### src/rtl/pc_fetch.sv
// pc_fetch: instruction-fetch front end. Owns the PC and drives a
// single-outstanding req/ack instruction bus. It feeds the IF/ID register
// through an output slot backed by a one-entry skid buffer.
`ifndef ADDR_WIDTH
`define ADDR_WIDTH 32
`endif
`ifndef DATA_WIDTH
`define DATA_WIDTH 32
`endif
`ifndef NOP
`define NOP 32'h00000013
`endif
`ifndef STOP
`define STOP 1'b1
`endif
`ifndef NOSTOP
`define NOSTOP 1'b0
`endif

module pc_fetch #(
  parameter logic [`ADDR_WIDTH-1:0] RESET_PC = 32'h0
) (
  input  logic                   clk_in,
  input  logic                   reset_in,
  input  logic [5:0]             stall_in,
  input  logic                   jump_flush_in,
  input  logic [`ADDR_WIDTH-1:0] jump_addr_in,
  input  logic                   interrupt_flush_in,
  input  logic [`ADDR_WIDTH-1:0] interrupt_addr_in,
  output logic                   ibus_req_out,
  output logic [`ADDR_WIDTH-1:0] ibus_addr_out,
  input  logic                   ibus_ack_in,
  input  logic [`DATA_WIDTH-1:0] ibus_data_in,
  output logic [`DATA_WIDTH-1:0] inst_out,
  output logic [`ADDR_WIDTH-1:0] address_out
);

  // IDLE: no request. WAIT: request out, data kept. DROP: request out, data discarded.
  typedef enum logic [1:0] {
    S_IDLE = 2'd0,
    S_WAIT = 2'd1,
    S_DROP = 2'd2
  } state_t;

  state_t                 r_state;
  state_t                 w_state_nxt;
  logic [`ADDR_WIDTH-1:0] r_pc;
  logic [`ADDR_WIDTH-1:0] w_pc_nxt;
  logic [`ADDR_WIDTH-1:0] r_fetch_addr;
  logic [`ADDR_WIDTH-1:0] w_fetch_nxt;

  logic [`DATA_WIDTH-1:0] r_inst;
  logic [`ADDR_WIDTH-1:0] r_addr;
  logic                   r_out_valid;
  logic [`DATA_WIDTH-1:0] r_skid_inst;
  logic [`ADDR_WIDTH-1:0] r_skid_addr;
  logic                   r_skid_valid;

  logic [`DATA_WIDTH-1:0] w_inst_nxt;
  logic [`ADDR_WIDTH-1:0] w_addr_nxt;
  logic                   w_out_valid_nxt;
  logic [`DATA_WIDTH-1:0] w_skid_inst_nxt;
  logic [`ADDR_WIDTH-1:0] w_skid_addr_nxt;
  logic                   w_skid_valid_nxt;

  logic                   w_redirect;
  logic [`ADDR_WIDTH-1:0] w_target;
  logic                   w_consume;
  logic                   w_load_slot;
  logic                   w_ack_ok;
  logic                   w_issue_ok;
  logic [`ADDR_WIDTH-1:0] w_fetch_inc;
  logic                   w_unused_stall;

  // Interrupt wins over jump; acked data is only usable in WAIT without redirect.
  assign w_redirect     = jump_flush_in | interrupt_flush_in;
  assign w_target       = interrupt_flush_in ? interrupt_addr_in : jump_addr_in;
  assign w_consume      = (stall_in[1] == `NOSTOP);
  assign w_load_slot    = (!r_out_valid) | w_consume;
  assign w_ack_ok       = (r_state == S_WAIT) && ibus_ack_in && !w_redirect;
  assign w_issue_ok     = (stall_in[0] == `NOSTOP);
  assign w_fetch_inc    = r_fetch_addr + 32'd4;
  assign w_unused_stall = &{1'b0, stall_in[5:2]};

  assign ibus_req_out  = (r_state != S_IDLE);
  assign ibus_addr_out = r_fetch_addr;
  assign inst_out      = r_inst;
  assign address_out   = r_addr;

  // Output slot / skid next values: skid first, then acked data, else bubble.
  always_comb begin
    w_inst_nxt       = r_inst;
    w_addr_nxt       = r_addr;
    w_out_valid_nxt  = r_out_valid;
    w_skid_inst_nxt  = r_skid_inst;
    w_skid_addr_nxt  = r_skid_addr;
    w_skid_valid_nxt = r_skid_valid;
    if (w_redirect) begin
      w_inst_nxt       = `NOP;
      w_addr_nxt       = {`ADDR_WIDTH{1'b0}};
      w_out_valid_nxt  = 1'b0;
      w_skid_valid_nxt = 1'b0;
    end else if (w_load_slot) begin
      if (r_skid_valid) begin
        w_inst_nxt      = r_skid_inst;
        w_addr_nxt      = r_skid_addr;
        w_out_valid_nxt = 1'b1;
        // Skid drains into the slot; a same-cycle ack refills it.
        if (w_ack_ok) begin
          w_skid_inst_nxt  = ibus_data_in;
          w_skid_addr_nxt  = r_fetch_addr;
          w_skid_valid_nxt = 1'b1;
        end else begin
          w_skid_valid_nxt = 1'b0;
        end
      end else if (w_ack_ok) begin
        w_inst_nxt      = ibus_data_in;
        w_addr_nxt      = r_fetch_addr;
        w_out_valid_nxt = 1'b1;
      end else begin
        w_inst_nxt      = `NOP;
        w_addr_nxt      = {`ADDR_WIDTH{1'b0}};
        w_out_valid_nxt = 1'b0;
      end
    end else begin
      // Slot held by IF/ID stall: an acked word parks in the skid.
      if (w_ack_ok) begin
        w_skid_inst_nxt  = ibus_data_in;
        w_skid_addr_nxt  = r_fetch_addr;
        w_skid_valid_nxt = 1'b1;
      end else begin
        w_skid_valid_nxt = r_skid_valid;
      end
    end
  end

  // Fetch FSM next state plus PC and bus address updates.
  always_comb begin
    w_state_nxt = r_state;
    w_pc_nxt    = r_pc;
    w_fetch_nxt = r_fetch_addr;
    case (r_state)
      S_IDLE: begin
        if (w_redirect) begin
          w_pc_nxt = w_target;
        end else if (w_issue_ok && !r_skid_valid) begin
          w_fetch_nxt = r_pc;
          w_state_nxt = S_WAIT;
        end else begin
          w_state_nxt = S_IDLE;
        end
      end
      S_WAIT: begin
        if (w_redirect) begin
          w_pc_nxt    = w_target;
          w_state_nxt = ibus_ack_in ? S_IDLE : S_DROP;
        end else if (ibus_ack_in) begin
          w_pc_nxt = w_fetch_inc;
          // Back-to-back fetch only while there is room downstream.
          if (!w_skid_valid_nxt && w_issue_ok) begin
            w_fetch_nxt = w_fetch_inc;
            w_state_nxt = S_WAIT;
          end else begin
            w_state_nxt = S_IDLE;
          end
        end else begin
          w_state_nxt = S_WAIT;
        end
      end
      S_DROP: begin
        if (w_redirect) begin
          w_pc_nxt = w_target;
        end else begin
          w_pc_nxt = r_pc;
        end
        if (ibus_ack_in) begin
          w_state_nxt = S_IDLE;
        end else begin
          w_state_nxt = S_DROP;
        end
      end
      default: begin
        w_state_nxt = S_IDLE;
      end
    endcase
  end

  // State, PC, bus address, output slot and skid registers.
  always_ff @(posedge clk_in or posedge reset_in) begin
    if (reset_in) begin
      r_state      <= S_IDLE;
      r_pc         <= RESET_PC;
      r_fetch_addr <= RESET_PC;
      r_inst       <= `NOP;
      r_addr       <= {`ADDR_WIDTH{1'b0}};
      r_out_valid  <= 1'b0;
      r_skid_inst  <= `NOP;
      r_skid_addr  <= {`ADDR_WIDTH{1'b0}};
      r_skid_valid <= 1'b0;
    end else begin
      r_state      <= w_state_nxt;
      r_pc         <= w_pc_nxt;
      r_fetch_addr <= w_fetch_nxt;
      r_inst       <= w_inst_nxt;
      r_addr       <= w_addr_nxt;
      r_out_valid  <= w_out_valid_nxt;
      r_skid_inst  <= w_skid_inst_nxt;
      r_skid_addr  <= w_skid_addr_nxt;
      r_skid_valid <= w_skid_valid_nxt;
    end
  end

endmodule
### config.mk
export PLATFORM = sky130hd
export DESIGN_NAME = pc_fetch
export DESIGN_NICKNAME = d
export VERILOG_FILES = /design/src/rtl/pc_fetch.sv
export SDC_FILE = /design/constraint.sdc
export NUM_CORES = 1
export LEC_CHECK = 0
export CAP_MARGIN = 20
export CORE_ASPECT_RATIO = 1.25
export CORE_MARGIN = 3
export CORE_UTILIZATION = 56
export DETAILED_ROUTE_END_ITERATION = 8
export PLACE_DENSITY = 0.87
export SLEW_MARGIN = 20
export SYNTH_ARGS = -nofsm -noshare
export SYNTH_HDL_FRONTEND = slang
export SYNTH_SLANG_ARGS = --single-unit
### constraint.sdc
create_clock -name clk_in -period 14.3 [get_ports clk_in]
set_clock_uncertainty 0.15 [all_clocks]
set_input_delay 2.86 -clock clk_in [delete_from_list [all_inputs] [get_ports clk_in]]
set_output_delay 2.86 -clock clk_in [all_outputs]
set_load 0.01 [all_outputs]
==> results of run 1 <==
==> cell type report <==
class                   count  area (sq um)  share of cell area [%]
well taps                 224           280                    2.22
repair buffers            212          2080                    16.5
flip-flops and latches    196          4920                    39.0
inverters                  14          60.1                   0.476
clock buffers              17           425                    3.37
multi-input cells         711          4700                    37.3
clock inverters            15           149                    1.18
==> worst paths after layout <==
| path | startpoint | endpoint | slack, ps | cells after the start |
|---|---|---|---|---|
| min in group asynchronous | reset_in | address_out[0] | 2830 | 2 |
| min | r_pc[10] | r_pc[10] | 330 | 2 |
| max in group asynchronous | reset_in | r_skid_addr[19] | 9560 | 3 |
| max reg2reg | r_state[0] | r_skid_addr[11] | 11370 | 6 |
| max | jump_flush_in | r_skid_addr[11] | 8810 | 7 |
| min reg2reg | r_pc[10] | r_pc[10] | 330 | 2 |
==> kinds of logic after synthesis <==
group,synth area share [%]
AOI/OAI and AO/OA,19.8
xor gates and xnor gates,1.84
adders and majority gates,0.225
buffers and inverters,4.27
DFF,49.1
muxes,10.5
and+or+nand+nor,14.2
==> metrics by stage <==
stage / util, % / hold slack [ps] / power, mW / std cells / setup slack [ps]
2_1_floorplan: - / 296 / 0.788 / 1010 / 5960
6_report: 72.1 / 334 / 1.39 / 1389 / 8810
5_1_grt: 72.1 / 355 / 1.44 / 1389 / 8680
4_1_cts: 72.1 / 333 / 1.39 / 1389 / 8810
3_5_place_dp: 68.8 / 314 / 0.916 / 1357 / 8350
3_3_place_gp: 68.8 / 310 / 0.908 / 1357 / 8380
==> worst min-delay path: stages, from the launching register on <==
cell and delay, ps:
dfrtp_1 350, nand2_1 50, nand2_1 60
==> power by group through the flow <==
stage | combinational (mW) | clock [mW] | sequential, mW
floorplan | 0.143 | 0 | 0.645
global route | 0.261 | 0.501 | 0.677
detailed placement | 0.238 | 0 | 0.678
global placement | 0.233 | 0 | 0.675
finish | 0.241 | 0.474 | 0.672
CTS | 0.241 | 0.478 | 0.668
==> sequential cells by signal, indices dropped and copies added, names as in the netlist <==
name / flops
address_out: 32
ibus_addr_out: 32
inst_out: 32
r_pc: 32
r_skid_addr: 32
r_skid_inst: 32
r_state: 2
r_out_valid: 1
r_skid_valid: 1
==> cells in the mapped netlist (3+ instances only) <==
cell type	number
dfrtp_1	190
a21oi_1	48
o311ai_1	7
dfstp_2	6
xnor2_1	11
buf_2	13
a211o_1	6
a2bb2oi_1	3
clkbuf_1	59
nor4_1	6
mux2i_1	29
mux2_1	4
a32oi_1	3
o21ai_1	23
nand2b_1	5
buf_4	6
a21o_1	6
nand2_1	155
a311o_1	3
o211ai_1	12
o21ai_0	62
a211oi_1	9
nand4_1	19
nor2_1	39
a22o_1	63
nand3_1	11
inv_1	13
o22ai_1	3
buf_1	9
and3_1	12
or3_1	5
a311oi_1	5
o31ai_1	17
nor2b_1	3
mux2_2	64
nor3_1	25
xor2_1	10
a31oi_1	3
==> routing by layer <==
| metal | global-route usage (%) | share of wire (%) | wire, um | vias to the layer above |
|---|---|---|---|---|
| li1 | - | - | - | 3952 |
| met4 | 11.7 | 2.8 | 767 | 0 |
| met1 | 37.4 | 41 | 11400 | 4251 |
| met3 | 5.08 | 7.4 | 2050 | 63 |
| met2 | 46.1 | 49 | 13500 | 418 |
| met5 | 0 | 0 | 0 | - |
==> flow_summary.json, run 1 <==
{
  "die_h_um": 155,
  "p_clk_share_pct": 34.2,
  "switching_share_pct": 30.9,
  "ys_seq_area_share_pct": 49.1,
  "max_clock_freq_ghz": 0.182,
  "p_int_uw": 959,
  "crit_buf_inv": 3,
  "cts_max_level": 4,
  "yosysWarnings": 0,
  "hold_path_class": "flop to flop",
  "ys_ff_latch": 196,
  "grt_pass1_vias": 8556,
  "fin_crit_ps": 5490,
  "syn_area_per_cell_sq_um": 9.91,
  "final_common_cell": "clkdlybuf4s50_1",
  "drt_pass1_iterations": 5,
  "required_ps": 14470,
  "clk_pin_slew_worst_paths_ps": 80,
  "critPathLaunchType": "primary input",
  "status": "complete, no violations",
  "power_frac_comb_pct": 17.4,
  "synth_edf_count": 0,
  "yosysUniqueCellTypes": 70,
  "worstSetupPathType": "primary input to flop",
  "finalHoldViolCount": 0,
  "fp-row-count": 54,
  "initial_core_util_pct": 57.2,
  "pin_count": 204,
  "fin_area_sq_um": 12600,
  "synth_nets": 1118,
  "dp_hpwl_mm": 18.3,
  "final_cell_mix": "clkdlybuf4s50_1 (198), dfrtp_1 (189), nand2_1 (155)",
  "tritoncts": "done",
  "seqPwrFrac_pct": 48.5,
  "area_growth_pct": 26.0,
  "antennaDiodeCount": 0,
  "drt-total-wl_mm": 27.7,
  "finalMaxSlewViolations": 0,
  "route.vias.total": 8684,
  "synth_top_area_share_pct": 47.5,
  "synth.top_cells.by_area": "dfrtp_1 (48%), mux2_2 (7.2%), nand2_1 (5.8%)",
  "wl_per_cell_um": 19.9,
  "synth_ff_type": "dfrtp_1",
  "setup-tns-final_ps": 0,
  "root_buffer": "clkbuf_16",
  "synth_top_area_cell": "dfrtp_1",
  "drt_iter0_markers": 1020,
  "arrival_ps": 5660,
  "switching_power_uw": 428,
  "core_area_sq_um": 17500,
  "viasPerCell": 6.25,
  "critPathTopFamily": "buffers and inverters",
  "grt_max_degree": 120,
  "drive_gt1_share_pct": 12.1,
  "overflow": 0,
  "die_w_um": 126,
  "setup_violations": 0,
  "cpMaxStageDelayCell": "buf_4",
  "hold_buffers": 0,
  "synthCells": 1010,
  "ir_worst_vdd_v": 0.0000880,
  "cts-resized-gates": 0,
  "postCtsSetupRepairBufs": 0,
  "drc_errors": 0,
  "fin_crit_sh_pct": 38.4,
  "grt_pass1_wl_mm": 44.7,
  "slowest_delay_ps": 620,
  "clk_path_buf_depth": 2,
  "fin_nets": 1260,
  "ant_nets": 0,
  "dieArea_sq_um": 19500,
  "leakagePower_nw": 5.32,
  "grt_setup_unrepaired": "no",
  "worstMarginPinSlew_ps": 1120,
  "power.density_nw_per_um2": 110,
  "place_congestion": 0.931,
  "dpl_cell_area_sq_um": 12000,
  "endpoint_kind": "flop",
  "numCtsBuffers": 17,
  "io_buffers": 199,
  "clk_latency_ps": 440,
  "slew_headroom_pct": 25.5,
  "grtUsageTotal_pct": 28.2,
  "syn-cell-area_sq_um": 10000,
  "antenna_found_initial": 0,
  "async_reset_ff_share_pct": 100,
  "crit_chain": "clkdlybuf4s50_1, nor2_4, nand3_1, buf_4, nor2_4, buf_4, mux2_2",
  "fillers": 1243,
  "max_cap_viol_count": 0,
  "clock-sinks": 196,
  "crit_fanout": 45
}
Note: power is estimated with default switching activity, not from simulation.
==> inputs of run 2 (changes only) <==
- CORE_UTILIZATION: 56 -> 52
- PLACE_DENSITY: 0.87 -> 0.82
- clock period: 14.3 -> 5.7 ns (I/O delays scaled with it)
==> flow_summary.json, run 2 (synthesis results as in run 1) <==
{
  "drive_gt1_share_pct": 12.3,
  "fin_area_sq_um": 12700,
  "grt_pass1_vias": 8269,
  "fin_ws_ps": 2150,
  "fin_crit_sh_pct": 62.3,
  "initial_core_util_pct": 53.1,
  "p_clk_share_pct": 34.5,
  "grt_setup_unrepaired": "no",
  "reg2reg_depth": 6,
  "final_cell_mix": "clkdlybuf4s50_1 (198), dfrtp_1 (189), nand2_1 (155)",
  "leakagePower_nw": 5.34,
  "fp-row-count": 56,
  "crit_buf_inv": 2,
  "postCtsSetupRepairBufs": 0,
  "wl_per_cell_um": 19.6,
  "ant_nets": 0,
  "required_ps": 5930,
  "drt_pass1_iterations": 6,
  "grt_max_degree": 84,
  "arrival_ps": 3780,
  "crit_chain": "clkdlybuf4s50_1, or2_1, nor2_4, buf_4, nand2_1, o21ai_0, a22o_1",
  "critPathLaunchType": "primary input",
  "place_congestion": 0.861,
  "dpl_cell_area_sq_um": 12100,
  "root_buffer": "clkbuf_16",
  "slowest_delay_ps": 830,
  "drt-total-wl_mm": 27.5,
  "clk_pin_slew_worst_paths_ps": 70,
  "drt_iter0_markers": 699,
  "switching_share_pct": 30.2,
  "cpMaxStageDelayCell": "nor2_4",
  "max_cap_viol_count": 0,
  "finalMaxSlewViolations": 0,
  "holdPathStages": 2,
  "dieArea_sq_um": 21000,
  "clock-sinks": 196,
  "fin_nets": 1263,
  "critPathTopFamily": "simple AND/OR/NAND/NOR gates",
  "slew_headroom_pct": 31.5,
  "die_h_um": 161,
  "cts_max_level": 4,
  "grt_pass1_wl_mm": 43.8,
  "io_buffers": 199,
  "cts-resized-gates": 0,
  "setup-tns-final_ps": 0,
  "tritoncts": "done",
  "route.vias.total": 8626,
  "clk_path_buf_depth": 2,
  "worstSetupPathType": "primary input to flop",
  "core_area_sq_um": 18800,
  "antennaDiodeCount": 0,
  "numCtsBuffers": 17,
  "overflow": 0,
  "viasPerCell": 6.17,
  "dp_hpwl_mm": 18.6,
  "ir_worst_vdd_v": 0.000212,
  "drc_errors": 0,
  "crit_fanout": 36,
  "antenna_found_initial": 0,
  "crit_cells": 7,
  "setup_violations": 0,
  "fin_crit_ps": 3550,
  "worstMarginPinSlew_ps": 1030,
  "die_w_um": 130,
  "pin_count": 204,
  "max_clock_freq_ghz": 0.282,
  "switching_power_mw": 1.06,
  "hold_buffers": 0,
  "power_frac_comb_pct": 17.3,
  "area_growth_pct": 26.6,
  "power.density_nw_per_um2": 276,
  "final_common_cell": "clkdlybuf4s50_1",
  "endpoint_kind": "flop",
  "status": "complete, no violations",
  "fillers": 1426,
  "finalHoldViolCount": 0,
  "p_int_mw": 2.44,
  "hold_path_class": "flop to flop",
  "dp_slack_ps": 1810,
  "clk_latency_ps": 440,
  "seqPwrFrac_pct": 48.3,
  "grtUsageTotal_pct": 26.3
}
==> run 2: power groups by stage <==
stage          registers, mW  logic (mW)  clock network (mW)
3_5_place_dp            1.70       0.601                   0
2_1_floorplan           1.62       0.359                   0
5_1_grt                 1.70       0.657                1.29
4_1_cts                 1.68       0.606                1.22
6_report                1.69       0.604                1.20
3_3_place_gp            1.70       0.588                   0
==> run 2: metrics by stage <==
step / hold WS [ps] / cells / util (%) / total power, mW
6_report: 330 / 1399 / 67.2 / 3.50
3_5_place_dp: 318 / 1368 / 64.2 / 2.30
3_3_place_gp: 310 / 1368 / 64.2 / 2.29
4_1_cts: 331 / 1399 / 67.2 / 3.50
5_1_grt: 356 / 1399 / 67.2 / 3.65
2_1_floorplan: 296 / 1010 / - / 1.98
==> run 2: worst min-delay path: cells and delay by family (launching register included) <==
| family | cells | cell delay [ps] |
|---|---|---|
| DFF | 1 | 350 |
| and+or+nand+nor | 2 | 100 |
==> run 2: path summary, 6_finish.rpt <==
check | from | to | slack [ps]
setup / recovery | jump_flush_in | inst_out[22] | 2150
hold / removal | r_pc[10] | r_pc[10] | 330
setup reg to reg | ibus_addr_out[2] | ibus_addr_out[30] | 2820
hold reg to reg | r_pc[10] | r_pc[10] | 330
max in group asynchronous | reset_in | ibus_addr_out[9] | 3290
min in group asynchronous | reset_in | r_skid_addr[1] | 1090
==> run 2: metal layers <==
metal,vias up,wire [um],part of all wire [%],global-route usage [%]
met5,-,0,0,0
met4,0,699,2.5,8.88
met3,53,2030,7.4,5.33
met2,394,13400,49,42.2
met1,4221,11300,41,35.5
li1,3958,-,-,-
==> run 2: cell type report <==
type                    count  area, sq um  area share, %
repair buffers            215         2130           16.8
clock buffers              17          425           3.36
flip-flops and latches    196         4920           38.8
inverters                  14         56.3          0.444
multi-input cells         711         4700           37.1
clock inverters            14          155           1.22
well taps                 232          290           2.29
